## src/rtl/serial_adder_sub.sv

```systemverilog
// Multi-cycle add/subtract: a BITS_PER_CYCLE-wide ripple slice plus carry flop, LSB-first.
// Latency: start edge, then WIDTH/BITS_PER_CYCLE slice edges; done pulses the cycle after the last slice.
// Backpressure: start is accepted only while ready=1; start during BUSY/DONE is dropped, abort cancels BUSY.
module serial_adder_sub #(
    parameter int WIDTH          = 8,
    parameter int BITS_PER_CYCLE = 2
) (
    input  logic             clk,
    input  logic             rst_n,
    input  logic             start,
    input  logic             abort,
    input  logic             sub,
    input  logic [WIDTH-1:0] a,
    input  logic [WIDTH-1:0] b,
    input  logic             cin,
    output logic             ready,
    output logic             busy,
    output logic             done,
    output logic [WIDTH-1:0] sum,
    output logic             cout,
    output logic             ovf
);

    localparam int NSTEP = WIDTH / BITS_PER_CYCLE;
    localparam int SW    = (NSTEP > 1) ? $clog2(NSTEP) : 1;
    localparam logic [SW-1:0] LAST_STEP = SW'(NSTEP - 1);

    if (WIDTH < 2 || BITS_PER_CYCLE < 1 || BITS_PER_CYCLE > WIDTH ||
        (WIDTH % BITS_PER_CYCLE) != 0) begin : g_bad_param
        $error("serial_adder_sub: illegal WIDTH/BITS_PER_CYCLE combination");
    end

    typedef enum logic [1:0] {
        IDLE = 2'd0,
        BUSY = 2'd1,
        DONE = 2'd2
    } state_t;

    state_t                        state_q;
    state_t                        state_d;
    logic [WIDTH-1:0]              op_a;
    logic [WIDTH-1:0]              op_b;
    logic [WIDTH-1:0]              part;
    logic                          carry;
    logic [SW-1:0]                 step;
    logic [BITS_PER_CYCLE-1:0]     slice_sum;
    logic [BITS_PER_CYCLE:0]       chain;
    logic [WIDTH+BITS_PER_CYCLE-1:0] part_cat;
    logic [WIDTH-1:0]              part_next;
    logic                          last_step;

    // Ripple slice over the low bits of the operand shift registers; chain[i] is the carry into bit i.
    always_comb begin
        chain     = '0;
        slice_sum = '0;
        chain[0]  = carry;
        for (int i = 0; i < BITS_PER_CYCLE; i++) begin
            slice_sum[i] = op_a[i] ^ op_b[i] ^ chain[i];
            chain[i+1]   = (op_a[i] & op_b[i]) | (chain[i] & (op_a[i] ^ op_b[i]));
        end
    end

    // New slice enters the partial sum from the MSB side; after the last slice it is the full result.
    assign part_cat  = {slice_sum, part};
    assign part_next = WIDTH'(part_cat >> BITS_PER_CYCLE);
    assign last_step = (step == LAST_STEP);

    // State register.
    always_ff @(posedge clk or negedge rst_n) begin
        if (!rst_n) begin
            state_q <= IDLE;
        end else begin
            state_q <= state_d;
        end
    end

    // Next-state: abort beats completion, DONE always lasts exactly one cycle.
    always_comb begin
        state_d = state_q;
        case (state_q)
            IDLE: if (start) state_d = BUSY;
            BUSY: begin
                if (abort) begin
                    state_d = IDLE;
                end else if (last_step) begin
                    state_d = DONE;
                end
            end
            DONE:    state_d = IDLE;
            default: state_d = IDLE;
        endcase
    end

    assign ready = (state_q == IDLE);
    assign busy  = (state_q == BUSY);
    assign done  = (state_q == DONE);

    // Operand capture, per-slice shifting, and result load on the edge entering DONE.
    // Subtraction is a + ~b + ~borrow, so the carry flop starts at cin ^ sub.
    always_ff @(posedge clk or negedge rst_n) begin
        if (!rst_n) begin
            op_a  <= '0;
            op_b  <= '0;
            part  <= '0;
            carry <= 1'b0;
            step  <= '0;
            sum   <= '0;
            cout  <= 1'b0;
            ovf   <= 1'b0;
        end else if (state_q == IDLE && start) begin
            op_a  <= a;
            op_b  <= sub ? ~b : b;
            carry <= cin ^ sub;
            step  <= '0;
            part  <= '0;
        end else if (state_q == BUSY) begin
            op_a  <= op_a >> BITS_PER_CYCLE;
            op_b  <= op_b >> BITS_PER_CYCLE;
            carry <= chain[BITS_PER_CYCLE];
            step  <= step + 1'b1;
            part  <= part_next;
            if (last_step && !abort) begin
                sum  <= part_next;
                cout <= chain[BITS_PER_CYCLE];
                ovf  <= chain[BITS_PER_CYCLE] ^ chain[BITS_PER_CYCLE-1];
            end
        end
    end

endmodule
```

## config.mk

```make
export PLATFORM = sky130hd
export DESIGN_NAME = serial_adder_sub
export DESIGN_NICKNAME = d
export VERILOG_FILES = /design/src/rtl/serial_adder_sub.sv
export SDC_FILE = /design/constraint.sdc
export NUM_CORES = 1
export LEC_CHECK = 0
export ABC_AREA = 1
export BUFFER_PORTS_ARGS = -buffer_cell sky130_fd_sc_hd__buf_2
export CORE_MARGIN = 4
export CORE_UTILIZATION = 30
export DETAILED_ROUTE_END_ITERATION = 10
export PLACE_DENSITY_LB_ADDON = 0.1
export SLEW_MARGIN = 20
export SYNTH_ARGS = -nofsm -noshare
export SYNTH_HDL_FRONTEND = slang
export SYNTH_SLANG_ARGS = --single-unit
```

## constraint.sdc

```tcl
create_clock -name clk -period 2.3 [get_ports clk]
set_clock_uncertainty 0.2 [all_clocks]
set_input_delay 0.46 -clock clk [delete_from_list [all_inputs] [get_ports clk]]
set_output_delay 0.46 -clock clk [all_outputs]
set_load 0.03 [all_outputs]
```

Word level (Yosys, flattened, before mapping)
Cells that the tools add are included.
{ "word_totals": {"register_bits": 39, "latch_bits": 0, "ram_bits": 0, "rom_bits": 0, "elab_cells": 51, "n_memories": 0} }
{ "op_classes": {"n_addsub": 1, "mul": 0, "n_div": 0, "magnitude_cmp": 0, "eq_ne": 5, "n_shift": 0, "mux": 15, "n_bitwise": 14, "n_reduce_logical": 7} }
{ "op_table": {"columns": ["op", "count"], "rows": [
  ["8-bit 2-to-1 mux", 7],
  ["2-bit 2-to-1 mux", 5],
  ["8-bit inverter", 1],
  ["1-bit XOR", 6],
  ["1-bit bitwise AND", 4],
  ["2-bit == test, second input constant", 2],
  ["2-bit case mux with 2 select lines", 1],
  ["3-bit by 2-bit != test with 1-bit output, second input constant", 1],
  ["3-bit AND reduction", 1],
  ["2-bit by 1-bit adder with 2-bit output, second input constant", 1],
  ["2-bit by 1-bit == test with 1-bit output, second input constant", 1],
  ["1-bit logical AND", 2],
  ["2-bit zero test", 1],
  ["1-bit 2-to-1 mux", 2],
  ["2-bit != test, second input constant", 1],
  ["1-bit bitwise OR", 2],
  ["2-bit AND reduction", 1],
  ["2-bit nonzero test", 1],
  ["1-bit zero test", 1],
  ["1-bit inverter", 1]
]} }

Longest topological paths before layout
Gate-level depths: netlist of run 1.
{ "logic_depth": {"depth_word": 7, "mapped_depth": 8, "mapped_depth_nobuf": 7} }

Least setup slack after synthesis of run 1
OpenSTA, ideal clock, no wires.
{ "synth_timing": {"kind": "reg-to-reg", "start": "register op_a[0]", "end": "register carry", "arrival_time_ns": 1.502, "path_slack_ns": 0.481, "path_stages_with_launch": 7, "n_path_buf": 0, "cell_sequence": "dfrtp_1 fa_1 fa_1 nand3_1 nand2_1 nand2_1 nand2_1"} }
{ "synth_between": {"elab_chain_len": 7} }
{ "synth_rtl": {"columns": ["item", "line", "source"], "rows": [
  ["start: declaration", "41", "logic [WIDTH-1:0] op_a;"],
  ["start signal: assignment", "117", "op_a <= op_a >> BITS_PER_CYCLE;"],
  ["1-bit XOR", "59", "chain[i+1] = (op_a[i] & op_b[i]) | (chain[i] & (op_a[i] ^ op_b[i]));"],
  ["1-bit bitwise AND", "59", null],
  ["1-bit bitwise OR (*)", "59", null],
  ["1-bit bitwise AND (*)", "59", null],
  ["1-bit bitwise OR (*)", "59", null],
  ["net chain[2]", "47", "logic [BITS_PER_CYCLE:0] chain;"],
  ["1-bit 2-to-1 mux (*)", "116", "end else if (state_q == BUSY) begin"],
  ["1-bit 2-to-1 mux (*)", "110", "end else if (state_q == IDLE && start) begin"],
  ["end signal: assignment", "113", "carry <= cin ^ sub;"],
  ["end signal: assignment", "119", "carry <= chain[BITS_PER_CYCLE];"],
  ["end: declaration", "44", "logic carry;"]
]} }
The timed path passes the listed nets; every way through them passes the cells marked *. The select of a mux whose other input is x is not followed.
A chain may end at the register's enable or synchronous reset.

Worst setup path after layout of run 1
{ "layout_timing": {"start": "register state_q[0]", "end": "output port busy"} }
{ "layout_between": {"elab_chain_len": 1} }
{ "layout_rtl": {"columns": ["item", "line", "source"], "rows": [
  ["start: declaration", "39", "state_t state_q;"],
  ["start signal: assignment", "73", "state_q <= state_d;"],
  ["2-bit by 1-bit == test with 1-bit output", "95", "assign busy = (state_q == BUSY);"],
  ["end: declaration", "17", "output logic busy,"]
]} }
No other way between the ends.

==> flow_results.org, run 1 <==
** Placement
- Global placement routability congestion :: 0.693
- Post-place instance area :: 0.00202 mm²
- During placement, the flow inserted port buffers numbering 34.
- Half-perimeter wire length after detailed placement :: 2740 µm
- At the placement stage, the worst setup path has a slack of 0.407 ns.

** Detailed routing
- First-iteration detailed-routing DRC count :: 40
- In the final routed layout, each cell accounts on average for 11.6 µm.
- The first TritonRoute pass finished after 4 iterations.
- For this run, design rule violations remaining after detail routing come to 0.
- Antenna Violating Nets Remaining :: 0
- Using the TritonRoute via totals, the vias-per-cell ratio works out to 4.33.
- Wirelength, routed :: 3810 µm
- The routed layout has 1424 vias.

** Worst setup path
- Worst reg2reg path startpoint :: op_a[0]
- Maximum fanout count along the critical path :: 7
- Data arrives at the worst endpoint at 1.34 ns.
- STA classifies the critical path startpoint as a flip-flop.
- Capture instance of the worst register-to-register path :: carry
- For flop-to-flop paths, the worst setup slack is 0.40 ns.
- Required time worst endpoint :: 1.64 ns
- Measured in cells, the most critical reg-to-reg path has a length of 6.
- Start-to-end type of the worst setup path :: reg2out
- Kind of end point of the critical path :: output port

** Timing
- Part of the cycle the worst path needs :: 87.1%
- Headroom to the max-slew limit came out at 68.8%.
- Unrepaired setup endpoints after global routing :: false
- Hold timing on the final database bottoms out at a slack of -0.00453 ns.
- Minimum clock period after layout :: 2.00 ns
- Setup violations remaining at the end of the flow were counted as 0.
- Setup Total Neg Slack :: 0 ns
- At the pin with the least slew margin, the transition time is 0.469 ns.
- After layout, the worst setup slack is 0.298 ns.
- Number of endpoints with negative hold slack in the final report :: 2
- Max Freq :: 499 MHz
- The number of slew-limit violations in the final report is 0.

** Final layout
- Number of nets in the finished design :: 282
- After routing the design area is 0.00211 mm².
- Leaving out fill and tap cells, the most frequent cell in the layout is nand2_1.
- Post-Route Utilization :: 37.4%
- The top cell types in the final layout, fill and taps aside, are nand2_1, dfrtp_1, buf_2.
- Number of antenna repair diodes :: 0
- Post-synthesis to final-layout area growth :: 17.7%
- In the final layout, the share of cells above drive strength 1 is 22.6%.

** Power and ir drop
- IR analysis of the VDD net gives a maximum drop of 395 µV.
- Switching power share of the total :: 40.1%
- Net switching power :: 0.971 mW
- Power Density :: 1150 mW/mm²
- Combinational cells account for 37.5% of the total power.
- The clock network accounts for 19.5% of the total power.
- Summed over all cells, the static leakage comes to 1.18 nW.
- Cell internal power dissipation :: 1.45 mW
- Reg power frac :: 43.1%

** Global routing
- Total GRT Usage :: 11.5%
- Overflow left after global routing :: 0
- First-pass GRT wire length :: 6550 µm
- The number of antenna violations at the first check in global routing came to 0.
- Pin count of the biggest net entering global routing :: 38
- Number of global-route vias before repair :: 1342

** Floorplanning
- 35 I/O pins were placed.
- Initial core utilization :: 31.8%
- Number of rows created at floorplan :: 27
- Measured along the x axis, the die boundary spans 85.3 µm.
- Core area :: 0.00564 mm²
- Die Y-Extent :: 85.3 µm
- The floorplan step defined a die boundary enclosing 0.00728 mm².

** Logic synthesis
- Proportion of synthesized chip area in sequential cells :: 51.6%
- In this run the mean area of a mapped cell was 8.19 µm².
- Distinct cell type count after synthesis :: 20
- Synth Warn # :: 0
- Post-synthesis cell count :: 219
- Synth Cell Area :: 0.00179 mm²
- Number of nets in the synthesized netlist :: 244
- After synthesis the netlist holds a flip-flop and latch count of 37.

** Clocking
- Cell at the root of the clock tree :: clkbuf_8
- Insertion delay to the later sink of the worst-skew pair :: 0.29 ns
- The number of gates resized after CTS was 0.
- Clock sink count :: 37
- The number of clock buffers added by TritonCTS is 5.
- Hold repair after CTS inserted 0 buffers.
- Once the clock tree was built, the setup fixing pass inserted 0 buffers.
- Max Root-Sink Buffers :: 2
- CTS tree :: done
- Clk pin slew, worst setup/hold paths :: 0.07 ns
- The H-tree generated during clock tree synthesis spans 2 levels.

** Status
- The run finished, with violations left.
- Violated checks :: negative hold slack

** Worst hold path
- Hold WC Path Type :: in2async

** Job
- Max-cap violations in this run came to 0.
worst max path at each step:
stage               startpoint  endpoint  slack [ns]  cells past startpoint
floorplan              op_a[0]     carry        0.48                      6
global placement       op_a[0]     carry        0.42                      6
detailed placement     op_a[0]     carry        0.41                      6
CTS                 state_q[0]      busy        0.28                      3
global route        state_q[0]      busy        0.20                      3
finish              state_q[0]      busy        0.30                      3
cell usage after synthesis (all sizes together):
cell type	instances	area, µm²
ha	1	12.5
xnor2	3	26.3
o21ai	15	97.6
buf	8	70.1
nand2	116	445
inv	18	67.6
nand3b	4	30.0
nand3	9	45.0
dfrtp	37	926
nor2	6	32.5
fa	2	40.0
power groups by stage:
stage	Combinational (mW)	Clock [mW]	Sequential, mW
final	0.906	0.471	1.04
after floorplan	0.591	0	1.15
after detailed placement	0.930	0	1.06
after global routing	1.04	0.521	1.08
after global placement	0.930	0	1.05
after CTS	0.932	0.490	1.05
worst max-delay path, cell delays in order, from the launching register on:
cell     delay [ns]
dfrtp_1        0.51
inv_2          0.09
nor2_4         0.20
buf_2          0.24
registers in the layout, indices dropped and copies added (netlist names):
| register | flops |
|---|---|
| cout | 1 |
| part | 6 |
| state_q | 2 |
| sum | 8 |
| step | 2 |
| op_b | 8 |
| op_a | 8 |
| carry | 1 |
| ovf | 1 |
stage by stage:
| stage | instances | total power [mW] |
|---|---|---|
| after floorplan | 219 | 1.74 |
| after global placement | 322 | 1.98 |
| after detailed placement | 322 | 1.99 |
| after CTS | 329 | 2.47 |
| after global routing | 329 | 2.64 |
| final | 329 | 2.42 |
cell type report:
class,count,area (µm²)
clock buffers,6,82.6
inverters,18,67.6
repair buffers,39,208
well taps,72,90.1
flip-flops and latches,37,926
multi-input cells,156,729
clock inverters,1,7.51
fillers,622,3530
metal layers:
layer / track usage, % / routed length, µm / vias to the layer above
met1: 15.8 / 1880 / 650
met3: 4.37 / 234 / 5
met4: 4.32 / 59 / 0
met2: 16.4 / 1630 / 29
met5: 0 / 0 / -
li1: - / - / 740
cell families after synthesis:
family                     after synthesis  synth area share [%]
buffers and inverters                   26                  7.68
xor gates and xnor gates                 3                  1.47
AOI/OAI and AO/OA                       15                  5.44
DFF                                     37                  51.6
and+or+nand+nor                        135                  30.8
adders and majority gates                3                  2.93
Power figures use the tool's default switching activity.
==> run 2: changes to the inputs <==
clock period = 2.6 ns   (was 2.3 ns; I/O delays follow)
==> flow_results.org, run 2 (synthesis gave the netlist of run 1 again) <==
** Global routing
- Pin count of the biggest net entering global routing :: 38
- First-pass GRT wire length :: 6460 µm
- The total overflow left after global routing is 0.
- Global routing used 11.1% of the available tracks.
- The number of global-route vias before repair is 1351.
- Antenna violations before repair :: 0

** Final layout
- Commonest cells after routing, fill and taps aside :: nand2_1, dfrtp_1, buf_2
- For this run, the post-layout net count is 280.
- The sequential cells in the finished layout cover a total of 926 µm².
- Filler instances :: 629
- Compared with the post-synthesis result, the final layout area differs by 18.4%.
- Number of antenna repair diodes :: 0
- Top Registers :: op_a: 8 flops, op_b: 8 flops, sum: 8 flops
- The multi-input combinational cells in the finished layout cover a total of 729 µm².
- Layout cells sized above 1 :: 21.9%
- Leaving out fill and tap cells, the most frequent cell in the layout is nand2_1.

** Placement
- The congestion estimate from routability-driven global placement came to 0.770.
- Worst slack at placement :: 0.689 ns
- Quantity of I/O buffers inserted on ports :: 34
- Half-perimeter wire length after detailed placement :: 2670 µm

** Power and ir drop
- Overall power consumption after layout is estimated at 2.24 mW.
- The share of total power dissipated in the clock network is 22.7%.
- Leakage power :: 1.18 nW
- Cell internal power dissipation :: 1.38 mW
- Net switching power :: 0.861 mW
- Across the VDD grid, the largest voltage drop is 349 µV.
- Power Density :: 1060 mW/mm²
- Portion of total power attributed to combinational logic :: 36.4%
- Net switching is 38.4% of the power.
- In this run, flip-flops and latches consume 40.9% of the power.

** Clocking
- Clock buffer count from CTS :: 5
- Gates resized, CTS repair :: 0
- The clock reaches the later pin of the worst-skew pair after 0.28 ns.
- CTS Hold Buffers Added :: 0
- Clk pin slew, worst setup/hold paths :: 0.08 ns
- The tree is rooted in a clkbuf_8.
- In this run the post-CTS setup repair buffer count came out at 0.
- Level count of the clock H-tree :: 2
- TritonCTS built the clock tree.
- The clock drives 37 sinks.
- Max Root-Sink Buffers :: 2

** Timing
- The worst path uses 84.6% of the clock period.
- Setup Total Neg Slack :: 0 ns
- Remaining max-slew budget at the tightest pin :: 44.4%
- Subtracting the final worst setup slack from the clock period gives 2.20 ns.
- Unrepaired setup endpoints after global routing :: false
- Setup violations remaining at the end of the flow were counted as 0.
- For this run, the top clock speed supported by timing is 455 MHz.
- Worst path setup slack after routing :: 0.400 ns
- The count of final hold-check violations was 0.
- Final slew viol count :: 0
- For the pin with the worst max-slew slack, the measured transition is 0.834 ns.

** Worst setup path
- The startpoint identified for the worst register-to-register timing path is op_a[0].
- Start-to-end type of the worst setup path :: reg2out
- STA classifies the critical path startpoint as a flip-flop.
- Kind of end point of the critical path :: output port
- Setup slack on the worst reg-to-reg path comes out at 0.70 ns.
- At the worst endpoint, the arrival time is 1.48 ns.
- The critical path starts at state_q[0].
- Maximum fanout count along the critical path :: 15
- STA puts the critical path data required time at 1.88 ns.

** Detailed routing
- Antenna Violating Nets Remaining :: 0
- The pre-antenna-repair detailed-routing pass consisted of 4 iterations.
- After detailed routing, the number of vias per cell comes to 4.27.
- Residual DRC :: 0
- The detailed router placed 1400 vias in this run.
- First-iteration detailed-routing DRC count :: 34
- Wirelength, routed :: 3800 µm
- After detailed routing, the average wire length per cell comes to 11.6 µm.

** Floorplanning
- Num ports :: 35
- Horizontal die dimension :: 85.3 µm
- Core area :: 0.00564 mm²
- The floorplan step defined a die boundary enclosing 0.00728 mm².
- After floorplanning, the core was divided into 27 placement rows.
- Die Y-Extent :: 85.3 µm
- For this configuration, the core starts out at a cell density of 31.8%.

** Worst hold path
- Hold WC Path Type :: in2async

** Status
- Status :: finished, final reports clean

** Job
- Maxcap violations :: 0
## run 2: worst paths after layout
path,endpoint,cells after the start
worst max-delay path,busy,3
worst min-delay path,sum[4],1
worst max register to register,ovf,4
worst min register to register,sum[7],2
max in group asynchronous,state_q[0],1
min in group clk,op_a[7],3
## run 2: cell type report
| type | instances | area share, % |
|---|---|---|
| Sequential cell | 37 | 43.6 |
| Multi-Input combinational cell | 156 | 34.4 |
| Timing Repair Buffer | 37 | 9.08 |
| Tap cell | 72 | 4.25 |
| Clock buffer | 7 | 4.07 |
| Inverter | 18 | 3.18 |
| Clock inverter | 1 | 1.42 |
## run 2: worst max-delay path, stage by stage, from the launching register on
cell and delay, ns:
dfrtp_1 0.49, inv_2 0.09, nor2_4 0.35, buf_2 0.28
## run 2: per-layer routing
metal / global-route usage, % / wire (µm)
met1: 14.6 / 1860
met2: 17.8 / 1720
met3: 3.30 / 206
met4: 3.02 / 15
met5: 0 / 0
## run 2: metrics by stage
step / instances / instance area [µm²] / utilization, % / hold WS [ns]
global route: 328 / 2120 / 37.6 / 0.203
finish: 328 / 2120 / 37.6 / 0.138
floorplan: 219 / 1790 / - / 0.0244
global placement: 320 / 2010 / 35.6 / 0.258
CTS: 328 / 2120 / 37.6 / 0.171
detailed placement: 320 / 2010 / 35.6 / 0.259
## run 2: power by group through the flow
stage / Sequential (mW) / Clock (mW) / Combinational [mW]
floorplan: 1.02 / 0 / 0.523
global placement: 0.925 / 0 / 0.836
detailed placement: 0.930 / 0 / 0.835
CTS: 0.921 / 0.528 / 0.837
global route: 0.952 / 0.557 / 0.931
finish: 0.918 / 0.510 / 0.816
